===== src/rtl/fp_multiplier_pkg.sv =====
// Shared binary32 definitions for the floating-point multiplier.
package fp_multiplier_pkg;

    localparam int BIAS   = 127;
    localparam int EXP_W  = 8;
    localparam int FRAC_W = 23;

    typedef struct packed {
        logic                sign;
        logic [EXP_W-1:0]    exponent;
        logic [FRAC_W-1:0]   fraction;
    } fp32_t;

    // Exponent field of zero covers both zero and denormal operands.
    function automatic logic is_zero_exp(input fp32_t value);
        return (value.exponent == 8'h00);
    endfunction

endpackage


===== src/rtl/fp_multiplier_mant.sv =====
// Combinational 24x24 unsigned significand multiplier.
module fp_mant_mult (
    input  logic [23:0] a,
    input  logic [23:0] b,
    output logic [47:0] product
);

    assign product = {24'h000000, a} * {24'h000000, b};

endmodule


===== src/rtl/fp_multiplier.sv =====
// Two-stage binary32 multiplier: operand registers, then normalised,
// truncated result with an out-of-range exponent flag.
module fp_multiplier
    import fp_multiplier_pkg::*;
(
    input  logic [31:0] in1,
    input  logic [31:0] in2,
    output logic [31:0] out,
    output logic        overflow,
    input  logic        enable,
    input  logic        reset,
    input  logic        clk
);

    localparam logic signed [9:0] BIAS_10 = 10'(BIAS);

    fp32_t              a_r;
    fp32_t              b_r;
    logic [47:0]        product_s;
    logic               norm_s;
    logic [22:0]        frac_s;
    logic signed [9:0]  exp_s;
    logic [31:0]        result_s;
    logic               ovf_s;

    fp_mant_mult u_mant (
        .a       ({1'b1, a_r.fraction}),
        .b       ({1'b1, b_r.fraction}),
        .product (product_s)
    );

    // Stage 1: capture operands on enabled edges.
    always_ff @(posedge clk or posedge reset) begin
        if (reset) begin
            a_r <= '0;
            b_r <= '0;
        end else if (enable) begin
            a_r <= fp32_t'(in1);
            b_r <= fp32_t'(in2);
        end else begin
            a_r <= a_r;
            b_r <= b_r;
        end
    end

    // Normalise the product, form the wide signed exponent and the result word.
    always_comb begin
        norm_s   = product_s[47];
        frac_s   = 23'h000000;
        exp_s    = $signed({2'b00, a_r.exponent}) + $signed({2'b00, b_r.exponent})
                   - BIAS_10 + $signed({9'b000000000, norm_s});
        result_s = 32'h00000000;
        ovf_s    = 1'b0;
        if (norm_s) begin
            frac_s = product_s[46:24];
        end else begin
            frac_s = product_s[45:23];
        end
        if (is_zero_exp(a_r) || is_zero_exp(b_r)) begin
            // Zero or denormal operand: positive zero regardless of signs.
            result_s = 32'h00000000;
            ovf_s    = 1'b0;
        end else begin
            // Exponent wraps modulo 256; the flag reports the wrap.
            result_s = {a_r.sign ^ b_r.sign, exp_s[7:0], frac_s};
            ovf_s    = (exp_s > 10'sd254) || (exp_s < 10'sd1);
        end
    end

    // Stage 2: register the result and flag on enabled edges.
    always_ff @(posedge clk or posedge reset) begin
        if (reset) begin
            out      <= 32'h00000000;
            overflow <= 1'b0;
        end else if (enable) begin
            out      <= result_s;
            overflow <= ovf_s;
        end else begin
            out      <= out;
            overflow <= overflow;
        end
    end

endmodule


===== config.mk =====
export PLATFORM = sky130hd
export DESIGN_NAME = fp_multiplier
export DESIGN_NICKNAME = d
export VERILOG_FILES = /design/src/rtl/fp_multiplier_pkg.sv /design/src/rtl/fp_multiplier_mant.sv /design/src/rtl/fp_multiplier.sv
export SDC_FILE = /design/constraint.sdc
export NUM_CORES = 2
export LEC_CHECK = 0
export ABC_CLOCK_PERIOD_IN_PS = 26200
export BUFFER_PORTS_ARGS = -buffer_cell sky130_fd_sc_hd__buf_2
export CAP_MARGIN = 20
export CORE_MARGIN = 4
export CORE_UTILIZATION = 30
export CTS_CLUSTER_DIAMETER = 100
export DETAILED_ROUTE_END_ITERATION = 6
export GPL_TIMING_DRIVEN = 0
export PLACE_DENSITY = 0.42
export SLEW_MARGIN = 20
export SYNTH_ARGS = -nofsm -noshare
export SYNTH_HDL_FRONTEND = slang
export SYNTH_HIERARCHICAL = 1
export SYNTH_SLANG_ARGS = --single-unit

===== constraint.sdc =====
create_clock -name clk -period 26.2 [get_ports clk]
set_clock_uncertainty 0.05 [all_clocks]
set_input_delay 2.62 -clock clk [delete_from_list [all_inputs] [get_ports clk]]
set_output_delay 2.62 -clock clk [all_outputs]
set_load 0.1 [all_outputs]

==> impl_results.md <==
* Root buf cell: clkbuf_16
* Setup ws final at 15.08 ns
* Routability Congestion at 0.919
* CP required at 26.48 ns
* Max Cap Viol at 0
* Sink Count at 97
* Initial antenna violation count at 4
* HP Class: register to register
* # diodes at 0
* Post_cts resized at 0
* Slowest-stage cell, CP: dfrtp_1
* Final setup fails at 0
* DR vias/cell at 4.74
* Outcome: complete, no violations
* Post-Route WL at 79500 um
* Residual DRC at 0
* Crit end category: register
* Syn_area_per_cell at 9.50 um2
* Layout cell share with drive strength beyond 1 at 0.0787
* Critical path class: register to register
* Critical Path AT at 11.40 ns
* Slew HR at 0.346
* Storage element area at 2430 um2
* Hold path endpoint: out[8]
* Skew-Pair Late Insertion Delay at 0.39 ns
* Vias in the first global route at 18800
* Fraction of the cycle the final worst path needs at 0.424
* Max Root-Sink Buffers at 2
* RSZ-0062 raised after global routing: no
* Hold Crit Start: out[8]
* Total Routing Usage GR at 0.201
* Die Ht at 285 um
* TritonCTS Buffers at 9
* Yosys warning count at 6
* Hold path cells at 1
* Reg2reg start: b_r[11]
* Die area at 80900 um2
* Drt first pass iters at 5
* DR vias at 16700
* Routed wire per std cell at 22.6 um
* Hpwl dp at 67000 um
* Sum of negative setup slack at 0 ns
* Reg2Reg Capture Point: overflow
* Setup WS pre-CTS at 15.00 ns
* Io pins at 100
* Post-DRT Antenna Nets at 0
* Filler cells at 8001
* Slew @ Worst Pin at 0.980 ns
* Final hold vios at 0
* Worst R2R Path Depth at 34
* PortBufs at 98
* First-pass GRT wire length at 121000 um
* Synth Instances at 2415
* Final slew viol count at 0
* Min Tclk post-route at 11.12 ns
* CTS tree: done
* Multi-input logic area at 18000 um2
* Grt total ovfl at 0
* Crit path launch type: register
* Fin util at 0.330
* Clk pin slew, worst setup/hold paths at 0.09 ns
* CP Max Fanout at 10
* Initial DRC count at 830
* Post-CTS Repair Setup Buffers at 0
* Hold buffers post-CTS at 0
* Area grow syn2layout at 9.08%
* Core box area at 75800 um2
* H-tree Lvls at 3
* Nets at 3276
* R2R setup slack at 15.08 ns
* Mapped Area at 22900 um2
* Critical Path Most Common Cell: fa_1
* Max Clk Rate at 0.0900 GHz
* Largest net degree at the start of global routing at 70
* CP peak stage delay at 0.78 ns
* Core Rows at 101
* Die width at 285 um
* Initial Util at 0.303
-- state kept, by name (all words and copies together), names as in the netlist --
name and flops:
out 32, a_r 32, b_r 32, overflow 1
-- layout make-up --
| class | count | area share |
|---|---|---|
| plain buffers | 120 | 0.0184 |
| clock buffers | 9 | 0.00900 |
| clock inverters | 7 | 0.00270 |
| inverters | 566 | 0.0851 |
| multi-input cells | 1643 | 0.718 |
| flip-flops and latches | 97 | 0.0970 |
| well taps | 978 | 0.0489 |
| repair buffers | 99 | 0.0207 |
-- metal layers --
metal | wire (um) | GRT usage | vias up
met2 | 36600 | 0.327 | 523
li1 | - | - | 7418
met1 | 35300 | 0.275 | 8633
met4 | 2180 | 0.0514 | 2
met5 | 12 | 0 | -
met3 | 5400 | 0.0432 | 92
-- worst max-delay path: cells and delay by family, from the launching register on --
family	cells	cell delay (ns)
simple gates	3	0.79
compound gates	7	1.99
xor+xnor	2	0.32
fa+ha+maj	11	4.92
buf+inv	11	2.21
flops	1	0.78
-- per-stage QoR --
| stage | cell area [um2] | hold slack [ns] | instances |
|---|---|---|---|
| after global routing | 25000 | 0.455 | 3519 |
| final | 25000 | 0.433 | 3519 |
| after floorplan | 23000 | 0.452 | 2426 |
| after detailed placement | 24700 | 0.419 | 3503 |
| after global placement | 24700 | 0.423 | 3502 |
| after CTS | 25000 | 0.442 | 3519 |
-- how the worst max path moves through the flow --
stage	depth (start not counted)	startpoint	endpoint
after global routing	35	a_r[11]	overflow
after floorplan	36	b_r[3]	overflow
after detailed placement	35	a_r[11]	overflow
after CTS	35	a_r[11]	overflow
after global placement	35	a_r[11]	overflow
final	34	b_r[11]	overflow
-- cells in the final DEF (no fill, tap or decap), types with 2 or more instances in the layout --
master,n
o211ai_2,2
a21oi_1,45
clkbuf_16,9
o21ai_1,3
o2bb2ai_1,30
o221ai_1,3
fa_1,483
o21a_1,5
buf_2,104
conb_1,12
nand3_1,9
ha_1,190
nand4_1,9
a32o_1,2
xnor2_1,23
mux2i_1,23
a22o_1,2
or2_2,2
o21bai_1,8
dfrtp_1,97
nor3_1,6
o211ai_1,4
inv_6,4
nor2_1,9
nor4_1,6
inv_1,564
a31oi_1,8
and3_1,9
nand2b_1,2
o31ai_1,2
nand2_1,300
a21o_1,25
mux2_2,61
a211oi_1,3
clkbuf_1,113
o21ai_0,14
and2_1,307
xor2_1,13
Power is left out: the tool's default activity adds up to more than one toggle a clock period on the data nets, which glitch-free logic cannot reach.
